$ cat config.mk
export PLATFORM = sky130hd
export DESIGN_NAME = perspective_proj
export DESIGN_NICKNAME = d
export VERILOG_FILES = /design/src/rtl/proj_pkg.sv /design/src/rtl/udiv_seq.sv /design/src/rtl/perspective_proj.sv
export SDC_FILE = /design/constraint.sdc
export NUM_CORES = 1
export LEC_CHECK = 0
export CAP_MARGIN = 20
export CORE_MARGIN = 2
export CORE_UTILIZATION = 61
export DETAILED_ROUTE_END_ITERATION = 6
export GPL_TIMING_DRIVEN = 0
export PLACE_DENSITY = 0.79
export SLEW_MARGIN = 20
export SYNTH_ARGS = -nofsm -noshare
export SYNTH_HDL_FRONTEND = slang
export SYNTH_SLANG_ARGS = --single-unit
$ cat constraint.sdc
create_clock -name clk -period 6 [get_ports clk]
set_input_delay 0.6 -clock clk [delete_from_list [all_inputs] [get_ports clk]]
set_output_delay 0.6 -clock clk [all_outputs]
set_load 0.01 [all_outputs]
$ cat src/rtl/proj_pkg.sv
// Shared types and constants for the perspective projection block and its divider.
package proj_pkg;

    typedef enum logic [1:0] {
        IDLE   = 2'd0,
        DIVX   = 2'd1,
        DIVY   = 2'd2,
        FINISH = 2'd3
    } state_t;

    localparam int DIVIDEND_W = 24;
    localparam int DIVISOR_W  = 17;
    localparam int SCR_W      = 11;

    localparam int DEF_FOCAL    = 256;
    localparam int DEF_Z_OFFSET = 512;
    localparam int DEF_Z_NEAR   = 16;
    localparam int DEF_SCREEN_W = 640;
    localparam int DEF_SCREEN_H = 480;

endpackage

$ cat src/rtl/udiv_seq.sv
// Unsigned restoring divider, one quotient bit per step, MSB first.
module udiv_seq
    import proj_pkg::*;
(
    input  logic                  clk,
    input  logic                  rst_n,
    input  logic                  load,
    input  logic [DIVIDEND_W-1:0] dividend,
    input  logic [DIVISOR_W-1:0]  divisor,
    input  logic                  step,
    output logic [DIVIDEND_W-1:0] quotient,
    output logic                  done
);

    // The dividend register shifts out its MSB while quotient bits shift in.
    logic [DIVIDEND_W-1:0] dq_q, dq_d;
    logic [DIVISOR_W:0]    rem_q, rem_d;
    logic [DIVISOR_W-1:0]  dvs_q, dvs_d;
    logic [4:0]            cnt_q, cnt_d;

    logic [DIVISOR_W:0]    rem_shift;
    logic                  fits;

    always_ff @(posedge clk or negedge rst_n) begin
        if (!rst_n) begin
            dq_q  <= '0;
            rem_q <= '0;
            dvs_q <= '0;
            cnt_q <= '0;
        end else begin
            dq_q  <= dq_d;
            rem_q <= rem_d;
            dvs_q <= dvs_d;
            cnt_q <= cnt_d;
        end
    end

    // quotient is the post-step value, so it is the final result while done is high.
    always_comb begin
        rem_shift = {rem_q[DIVISOR_W-1:0], dq_q[DIVIDEND_W-1]};
        fits      = (rem_shift >= {1'b0, dvs_q});
        quotient  = {dq_q[DIVIDEND_W-2:0], fits};
        done      = step && (cnt_q == 5'(DIVIDEND_W - 1));

        dq_d  = dq_q;
        rem_d = rem_q;
        dvs_d = dvs_q;
        cnt_d = cnt_q;
        if (load) begin
            dq_d  = dividend;
            rem_d = '0;
            dvs_d = divisor;
            cnt_d = '0;
        end else if (step) begin
            dq_d  = quotient;
            rem_d = fits ? (rem_shift - {1'b0, dvs_q}) : rem_shift;
            cnt_d = cnt_q + 5'd1;
        end
    end

endmodule

$ cat src/rtl/perspective_proj.sv
// Pinhole perspective projection of a rotated vertex to clamped screen coordinates.
module perspective_proj
    import proj_pkg::*;
#(
    parameter int FOCAL    = DEF_FOCAL,
    parameter int Z_OFFSET = DEF_Z_OFFSET,
    parameter int Z_NEAR   = DEF_Z_NEAR,
    parameter int SCREEN_W = DEF_SCREEN_W,
    parameter int SCREEN_H = DEF_SCREEN_H
) (
    input  logic               clk,
    input  logic               rst_n,
    input  logic               iStart,
    input  logic signed [15:0] iX,
    input  logic signed [15:0] iY,
    input  logic signed [15:0] iZ,
    output logic               oBusy,
    output logic               oDone,
    output logic [SCR_W-1:0]   oSX,
    output logic [SCR_W-1:0]   oSY,
    output logic               oClip
);

    state_t                        state_q, state_d;
    logic                          xneg_q, xneg_d, yneg_q, yneg_d, near_q, near_d;
    logic [DIVIDEND_W-1:0]         ymag_q, ymag_d, qx_q, qx_d, qy_q, qy_d;
    logic signed [DIVISOR_W-1:0]   zc_q, zc_d;
    logic [SCR_W-1:0]              sx_q, sx_d, sy_q, sy_d;
    logic                          clip_q, clip_d, done_q, done_d;

    logic signed [DIVISOR_W-1:0]   zc_in;
    logic                          near_in;
    logic                          div_load, div_step, div_done;
    logic [DIVIDEND_W-1:0]         div_dividend, div_quot;
    logic [DIVISOR_W-1:0]          div_divisor;
    logic [SCR_W:0]                px, py;

    // |v| * FOCAL; widening to 17 bits first keeps -32768 exact.
    function automatic logic [DIVIDEND_W-1:0] mag_scale(input logic signed [15:0] v);
        logic signed [16:0] ve;
        logic [16:0]        a;
        ve = {v[15], v};
        a  = (ve < 0) ? 17'(-ve) : 17'(ve);
        return DIVIDEND_W'(a) * DIVIDEND_W'(FOCAL);
    endfunction

    // Returns {clamped, coordinate} for centre +/- magnitude.
    function automatic logic [SCR_W:0] place(input logic [DIVIDEND_W-1:0] mag, input logic sub,
                                             input int centre, input int limit);
        logic signed [DIVIDEND_W+1:0] off, v;
        off = $signed({2'b00, mag});
        v   = $signed((DIVIDEND_W+2)'(centre)) + (sub ? -off : off);
        if (v < 0)
            return {1'b1, {SCR_W{1'b0}}};
        else if (v > $signed((DIVIDEND_W+2)'(limit - 1)))
            return {1'b1, SCR_W'(limit - 1)};
        else
            return {1'b0, v[SCR_W-1:0]};
    endfunction

    udiv_seq u_div (
        .clk      (clk),
        .rst_n    (rst_n),
        .load     (div_load),
        .dividend (div_dividend),
        .divisor  (div_divisor),
        .step     (div_step),
        .quotient (div_quot),
        .done     (div_done)
    );

    always_ff @(posedge clk or negedge rst_n) begin
        if (!rst_n) begin
            state_q <= IDLE;
            xneg_q  <= 1'b0;
            yneg_q  <= 1'b0;
            near_q  <= 1'b0;
            ymag_q  <= '0;
            qx_q    <= '0;
            qy_q    <= '0;
            zc_q    <= '0;
            sx_q    <= '0;
            sy_q    <= '0;
            clip_q  <= 1'b0;
            done_q  <= 1'b0;
        end else begin
            state_q <= state_d;
            xneg_q  <= xneg_d;
            yneg_q  <= yneg_d;
            near_q  <= near_d;
            ymag_q  <= ymag_d;
            qx_q    <= qx_d;
            qy_q    <= qy_d;
            zc_q    <= zc_d;
            sx_q    <= sx_d;
            sy_q    <= sy_d;
            clip_q  <= clip_d;
            done_q  <= done_d;
        end
    end

    assign zc_in   = $signed({iZ[15], iZ}) + $signed(DIVISOR_W'(Z_OFFSET));
    assign near_in = (zc_in < $signed(DIVISOR_W'(Z_NEAR)));

    always_comb begin
        state_d = state_q;
        case (state_q)
            IDLE:    if (iStart) state_d = near_in ? FINISH : DIVX;
            DIVX:    if (div_done) state_d = DIVY;
            DIVY:    if (div_done) state_d = FINISH;
            FINISH:  state_d = IDLE;
            default: state_d = IDLE;
        endcase
    end

    always_comb begin
        xneg_d = xneg_q;
        yneg_d = yneg_q;
        near_d = near_q;
        ymag_d = ymag_q;
        qx_d   = qx_q;
        qy_d   = qy_q;
        zc_d   = zc_q;
        sx_d   = sx_q;
        sy_d   = sy_q;
        clip_d = clip_q;
        done_d = 1'b0;

        div_load     = 1'b0;
        div_step     = 1'b0;
        div_dividend = (state_q == IDLE) ? mag_scale(iX) : ymag_q;
        div_divisor  = (state_q == IDLE) ? $unsigned(zc_in) : $unsigned(zc_q);
        px           = place(qx_q, xneg_q, SCREEN_W / 2, SCREEN_W);
        py           = place(qy_q, !yneg_q, SCREEN_H / 2, SCREEN_H);

        case (state_q)
            IDLE: begin
                if (iStart) begin
                    xneg_d   = iX[15];
                    yneg_d   = iY[15];
                    ymag_d   = mag_scale(iY);
                    zc_d     = zc_in;
                    near_d   = near_in;
                    div_load = !near_in;
                end
            end
            DIVX: begin
                div_step = 1'b1;
                if (div_done) begin
                    qx_d     = div_quot;
                    div_load = 1'b1;
                end
            end
            DIVY: begin
                div_step = 1'b1;
                if (div_done) qy_d = div_quot;
            end
            FINISH: begin
                done_d = 1'b1;
                if (near_q) begin
                    sx_d   = '0;
                    sy_d   = '0;
                    clip_d = 1'b1;
                end else begin
                    sx_d   = px[SCR_W-1:0];
                    sy_d   = py[SCR_W-1:0];
                    clip_d = px[SCR_W] | py[SCR_W];
                end
            end
            default: ;
        endcase
    end

    assign oBusy = (state_q != IDLE);
    assign oDone = done_q;
    assign oSX   = sx_q;
    assign oSY   = sy_q;
    assign oClip = clip_q;

endmodule
==> impl_metrics.env, run 1 <==
export IMPL_run_status="finished, final reports clean"
export IMPL_critPathLaunchType="flop"
export IMPL_yosys_warnings=0
export IMPL_powerDensity_mw_per_mm2=578
export IMPL_post_route_drc_count=0
export IMPL_synth_common_cells="173 x dfrtp_1, 105 x nand2_1, 100 x nor2_1"
export IMPL_r2r_end="oSY[6]"
export IMPL_async_flop_share_pct=100
export IMPL_antenna_cells=0
export IMPL_cts_made_buffers=17
export IMPL_leakage_uw=0.00552
export IMPL_die_area_mm2=0.0203
export IMPL_cts_tree="yes"
export IMPL_nets=1484
export IMPL_synth_largest_area_cell="dfrtp_1"
export IMPL_worstPathMaxFanout=10
export IMPL_max_freq_mhz=182
export IMPL_cts_root_buf="clkbuf_16"
export IMPL_synth_main_ff_cell="dfrtp_1"
export IMPL_post_synth_cell_area_avg_um2=8.95
export IMPL_synthesis_nets=1387
export IMPL_antenna_found_initial=0
export IMPL_start_util_pct=62.2
export IMPL_cp_cell_sequence="clkbuf_2 -> buf_2 -> buf_1 -> clkbuf_2 -> buf_2 -> nor2_1 -> xnor2_1 -> ha_1 -> nor4b_1 -> a2bb2oi_1 -> a211oi_2 -> or2_1 -> buf_2 -> nor4_2 -> a311oi_1 -> a31oi_1 -> or4_4 -> o31ai_4 -> o221ai_1"
export IMPL_crit_required_ns=6.27
export IMPL_postCtsSetupBuffers=0
export IMPL_num_vias=10300
export IMPL_core_mm2=0.0188
export IMPL_clkSlewWorstSetupHoldPaths_ns=0.07
export IMPL_die_x_um=142
export IMPL_hold_start="u_div.dvs_q[5]"
export IMPL_die_h_um=142
export IMPL_dpl_hpwl_um=21700
export IMPL_syn_to_final_growth_pct=14.9
export IMPL_worstSetupPathType="flop to flop"
export IMPL_use_met3_pct=3.84
export IMPL_slew_viol_final=0
export IMPL_htree_levels=4
export IMPL_synth_most_common_cell="dfrtp_1"
export IMPL_ys_ff_latch=173
export IMPL_stdcell_area_mm2=0.0134
export IMPL_regToRegSetupSlack_ns=0.50
export IMPL_place_gp_congestion=0.903
export IMPL_critPathArrivalTime_ns=5.77
export IMPL_cap_violations=0
export IMPL_via_per_inst=6.27
export IMPL_synth_edf_count=0
export IMPL_synth_area_top_cells="dfrtp_1 37%, mux2_2 5.7%, mux2i_1 3.9%, o21ai_0 3.7%, xnor2_1 3.5%"
export IMPL_vdd_drop_max_v=0.000260
export IMPL_grt_pass1_wl_um=48300
export IMPL_syn_inst=1304
export IMPL_tightest_slew_ns=0.955
export IMPL_hold_end="u_div.dvs_q[5]"
export IMPL_first_pass_iters=5
export IMPL_min_period_ns=5.50
export IMPL_clk_path_buf_depth=2
export IMPL_io_pins=76
export IMPL_grt_max_degree=85
export IMPL_fp_row_count=50
export IMPL_grt_use_met1_pct=40.4
export IMPL_synth_top_cell_area_share_pct=37.1
export IMPL_rsz0062_at_grt="no"
export IMPL_grt_util_met2_pct=49.6
export IMPL_syn_area_mm2=0.0117
export IMPL_final_cell_count_no_fill=1647
export IMPL_layout_drive_gt1_share_pct=9.41
export IMPL_clock_skew_ns=0.0119
export IMPL_power_total_uw=7750
export IMPL_cp_common_cell="buf_2"
export IMPL_grtUsageTotal_pct=29.8
export IMPL_min_path_cells=2
export IMPL_rr_worst_depth=19
export IMPL_dp_cells=1615
export IMPL_grt_overflow_total=0
export IMPL_drt_iter0_drc=842
export IMPL_r2r_start="yneg_q"
export IMPL_ys_types=84
export IMPL_timing_final_crit_share_pct=91.7
export IMPL_setup_viol=0
export IMPL_clkLatencyLatePin_ns=0.44
export IMPL_critPathCaptureType="flop"
export IMPL_ys_seq_area_share_pct=37.1
export IMPL_critical_path_slowest_cell="or4_4"
export IMPL_cts_sinks=173
export IMPL_placed_cell_area_mm2=0.0128
export IMPL_hold_viol=0
export IMPL_final_antenna_net_count=0
export IMPL_max_stage_delay_ns=0.59
export IMPL_totalWireLength_um=29100
export IMPL_wl_per_cell_um=17.7
export IMPL_grt_pass1_vias=9703
export IMPL_io_buffers=75
export IMPL_hold_path_class="flop to flop"
export IMPL_slew_headroom_pct=35.8
export IMPL_busiest_layer="met2"
export IMPL_setup_tns_final_ns=0
-- logic make-up after synthesis --
kind of cell | Yosys count | synth area share [%]
buffers and inverters | 147 | 5.14
XOR/XNOR | 92 | 6.90
AND/OR/NAND/NOR | 404 | 17.6
multiplexers | 105 | 9.64
adder cells (fa/ha/maj) | 32 | 3.50
flip-flops | 173 | 37.1
AO/OA/AOI/OAI | 351 | 20.1
-- state kept, by name, indices dropped and copies added, names as in the netlist --
name / flops
qx_q: 24
qy_q: 24
u_div.dq_q: 24
u_div.dvs_q: 17
u_div.rem_q: 17
zc_q: 17
ymag_q: 16
oSX: 11
oSY: 11
u_div.cnt_q: 5
state_q: 2
near_q: 1
oClip: 1
oDone: 1
xneg_q: 1
yneg_q: 1
-- report_power, final --
group          internal [uW]  switching, uW  total (uW)
sequential              1610            386        2000
clock                    679            474        1150
combinational           1890           2710        4600
total                   4180           3570        7750
-- through the flow --
stage	hold slack, ns	utilization (%)	setup WS [ns]
2_1_floorplan	0.304	-	1.21
3_3_place_gp	0.455	67.7	-2.63
3_5_place_dp	0.435	68.1	0.185
4_1_cts	0.482	71.4	0.139
5_1_grt	0.514	71.4	0.0775
6_report	0.479	71.4	0.499
-- layout by cell type (no fill, tap or decap), drive strengths merged, types with 15 or more instances in the layout --
cell / instances
dfrtp: 173
nand2: 105
nor2: 100
o21ai: 89
clkbuf: 81
a21oi: 76
clkdlybuf4s50: 74
inv: 71
mux2: 59
xnor2: 47
mux2i: 46
xor2: 45
nor3: 34
ha: 31
a211oi: 25
nor2b: 24
nand3: 21
o211ai: 19
buf: 19
or4: 18
nor4: 18
o22ai: 17
a31oi: 15
-- worst max-delay path by stage --
| stage | end | startpoint | cells past startpoint | slack (ns) |
|---|---|---|---|---|
| finish | oSY[6] | yneg_q | 19 | 0.50 |
| CTS | oSY[6] | yneg_q | 19 | 0.14 |
| global placement | ymag_q[9] | rst_n | 1 | -2.63 |
| global route | oSY[6] | yneg_q | 19 | 0.08 |
| floorplan | oSY[0] | yneg_q | 19 | 1.21 |
| detailed placement | oSY[6] | yneg_q | 19 | 0.19 |
-- critical path, delay by kind of cell (launching register included) --
family / cells / cell delay, ns
and+or+nand+nor: 5 / 1.18
adders and majority gates: 1 / 0.38
AOI/OAI and AO/OA: 6 / 1.36
DFF: 1 / 0.40
xor gates and xnor gates: 1 / 0.28
buffers and inverters: 6 / 1.74
-- layout make-up --
class | instances | area, um^2
buffer | 78 | 343
clock buffer | 19 | 453
clock inverter | 12 | 160
fill | 1480 | 5360
inverter | 69 | 259
multi-input combinational | 984 | 6750
sequential | 173 | 4330
tap | 234 | 293
timing repair buffer | 78 | 821
-- metal layers --
metal	share of wire [%]	vias to the layer above
met3	5.1	60
met4	2.6	0
met1	45	4934
li1	-	4972
met2	47	355
met5	0	-
-- what timing repair did --
item,CTS,global route
hold endpoints to repair,18,0
endpoints found under the setup margin,0,8
hold buffers,1,0
resized for setup,0,4
Power figures use the tool's default switching activity.
==> inputs of run 2 (changes only) <==
- CTS_CLUSTER_DIAMETER: not set -> 80
- clock period: 6 -> 5.13 ns (I/O delays scaled with it)
==> impl_metrics.env, run 2 (synthesis gave the netlist of run 1 again) <==
export IMPL_htree_levels=4
export IMPL_dp_cells=1615
export IMPL_nets=1484
export IMPL_fin_util_pct=71.6
export IMPL_leakage_uw=0.00553
export IMPL_die_area_mm2=0.0203
export IMPL_clock_power_share_pct=14.8
export IMPL_max_stage_delay_ns=0.48
export IMPL_rr_worst_depth=17
export IMPL_path_buf_inv=2
export IMPL_die_x_um=142
export IMPL_vdd_drop_max_v=0.000303
export IMPL_nFillCells=1476
export IMPL_seqCellArea_mm2=0.00433
export IMPL_power_frac_comb_pct=59.5
export IMPL_hold_start="u_div.dvs_q[5]"
export IMPL_cts_sinks=173
export IMPL_cts_made_buffers=17
export IMPL_clkLatencyLatePin_ns=0.44
export IMPL_multi_input_area_mm2=0.00676
export IMPL_num_vias=10300
export IMPL_slew_headroom_pct=34.7
export IMPL_antenna_found_initial=0
export IMPL_worstSetupPathType="flop to flop"
export IMPL_critPathCaptureType="flop"
export IMPL_grt_max_degree=85
export IMPL_grt_overflow_total=0
export IMPL_path_delay_family="compound AO/OA/AOI/OAI gates"
export IMPL_cts_tree="yes"
export IMPL_layout_drive_gt1_share_pct=9.70
export IMPL_first_pass_iters=5
export IMPL_p_int_uw=4910
export IMPL_syn_to_final_growth_pct=15.1
export IMPL_io_buffers=75
export IMPL_io_pins=76
export IMPL_drt_iter0_drc=890
export IMPL_start_util_pct=62.2
export IMPL_clkSlewWorstSetupHoldPaths_ns=0.07
export IMPL_p_sw_uw=4170
export IMPL_r2r_start="qy_q[0]"
export IMPL_dpl_hpwl_um=21700
export IMPL_grt_pass1_wl_um=48300
export IMPL_final_antenna_net_count=0
export IMPL_grtUsageTotal_pct=29.7
export IMPL_regToRegSetupSlack_ns=0.46
export IMPL_rsz0062_at_grt="no"
export IMPL_crit_required_ns=5.40
export IMPL_totalWireLength_um=29000
export IMPL_wl_per_cell_um=17.6
export IMPL_critPathLaunchType="flop"
export IMPL_min_path_cells=2
export IMPL_tightest_slew_ns=0.970
export IMPL_critical_path_slowest_cell="dfrtp_1"
export IMPL_r2r_end="oSY[6]"
export IMPL_cap_violations=0
export IMPL_setup_tns_final_ns=0
export IMPL_run_status="finished, final reports clean"
export IMPL_min_period_ns=4.67
export IMPL_hold_viol=0
export IMPL_mostFrequentLayoutCells="173 x dfrtp_1, 105 x nand2_1, 100 x nor2_1, 87 x o21ai_0, 76 x a21oi_1"
export IMPL_post_route_drc_count=0
export IMPL_power_total_uw=9080
export IMPL_die_h_um=142
export IMPL_via_per_inst=6.25
export IMPL_layout_commonest_cell="dfrtp_1"
export IMPL_slew_viol_final=0
export IMPL_final_cell_count_no_fill=1647
export IMPL_hold_end="u_div.dvs_q[5]"
export IMPL_powerDensity_mw_per_mm2=676
export IMPL_grt_pass1_vias=9703
export IMPL_timing_final_crit_share_pct=91.0
export IMPL_largestRegisters="qx_q x24, qy_q x24, u_div.dq_q x24"
export IMPL_max_freq_mhz=214
export IMPL_antenna_cells=0
export IMPL_cp_cell_sequence="inv_1 -> ha_1 -> nor3b_2 -> nor2_1 -> xnor2_2 -> ha_2 -> nor4b_1 -> a2bb2oi_1 -> a211oi_2 -> or2_1 -> buf_2 -> or4_1 -> a2111oi_0 -> o21ai_1 -> o21a_1 -> o31ai_4 -> o221ai_1"
export IMPL_clk_path_buf_depth=2
export IMPL_power_frac_seq_pct=25.7
export IMPL_setup_viol=0
export IMPL_core_mm2=0.0188
export IMPL_hold_path_class="flop to flop"
export IMPL_fp_row_count=50
export IMPL_critPathArrivalTime_ns=4.94
export IMPL_clock_skew_ns=0.0118
export IMPL_cts_root_buf="clkbuf_16"
export IMPL_worstPathMaxFanout=7
export IMPL_place_gp_congestion=0.903
export IMPL_switching_share_pct=45.9
-- run 2: changes by cell type in the layout (fill, tap and decap cells not counted), sizes merged --
cell    delta
buf        +1
clkbuf     -1
-- run 2: tightest hold or removal path: stages, from the launching register on --
cell     delay [ns]
dfrtp_1        0.34
nand2_1        0.05
o21ai_0        0.06
-- run 2: metal layers --
layer	share of wire, %	GRT usage, %	wire [um]
met5	0	0	0
met4	2.5	10.1	726
met3	5.5	3.84	1580
met2	47	49.5	13800
met1	45	40.4	12900
-- run 2: metrics by stage --
stage	worst slack [ns]	hold slack, ns	area [um^2]
final	0.464	0.479	13400
after global routing	0.0236	0.499	13400
after CTS	0.0460	0.480	13400
after floorplan	0.340	0.217	11700
after global placement	-3.42	0.455	12700
after detailed placement	-0.685	0.348	12800
-- run 2: worst max path at each step --
stage          slack (ns)         to  cells after the start     from
2_1_floorplan        0.34     oSY[0]                     19   yneg_q
3_3_place_gp        -3.42  ymag_q[9]                      1    rst_n
3_5_place_dp        -0.68     oSY[6]                     19   yneg_q
4_1_cts              0.05     oSY[6]                     18   yneg_q
5_1_grt              0.02     oSY[6]                     17  qy_q[0]
6_report             0.46     oSY[6]                     17  qy_q[0]
-- run 2: final cells by class --
type                            count  area share [%]
Multi-Input combinational cell    984            50.3
Sequential cell                   173            32.2
Timing Repair Buffer               80            6.22
Clock buffer                       19            3.37
Buffer                             76            2.52
Tap cell                          234            2.18
Inverter                           69            1.93
Clock inverter                     12            1.19
-- run 2: what timing repair did --
| item | in CTS | in global routing |
|---|---|---|
| resized for setup | 3 | 6 |
| setup buffers | 0 | 2 |
| hold buffers | 1 | 0 |
| endpoints found under the setup margin | 10 | 10 |
| pin swaps | 0 | 3 |
| hold endpoints to repair | 18 | 0 |
-- run 2: power groups by stage --
stage                     logic, uW  clock network [uW]  registers (uW)
final                          5400                1350            2330
after global routing           6010                1420            2390
after CTS                      5340                1360            2320
after detailed placement       5300                   0            2340
after global placement         5160                   0            2320
after floorplan                4090                   0            2190
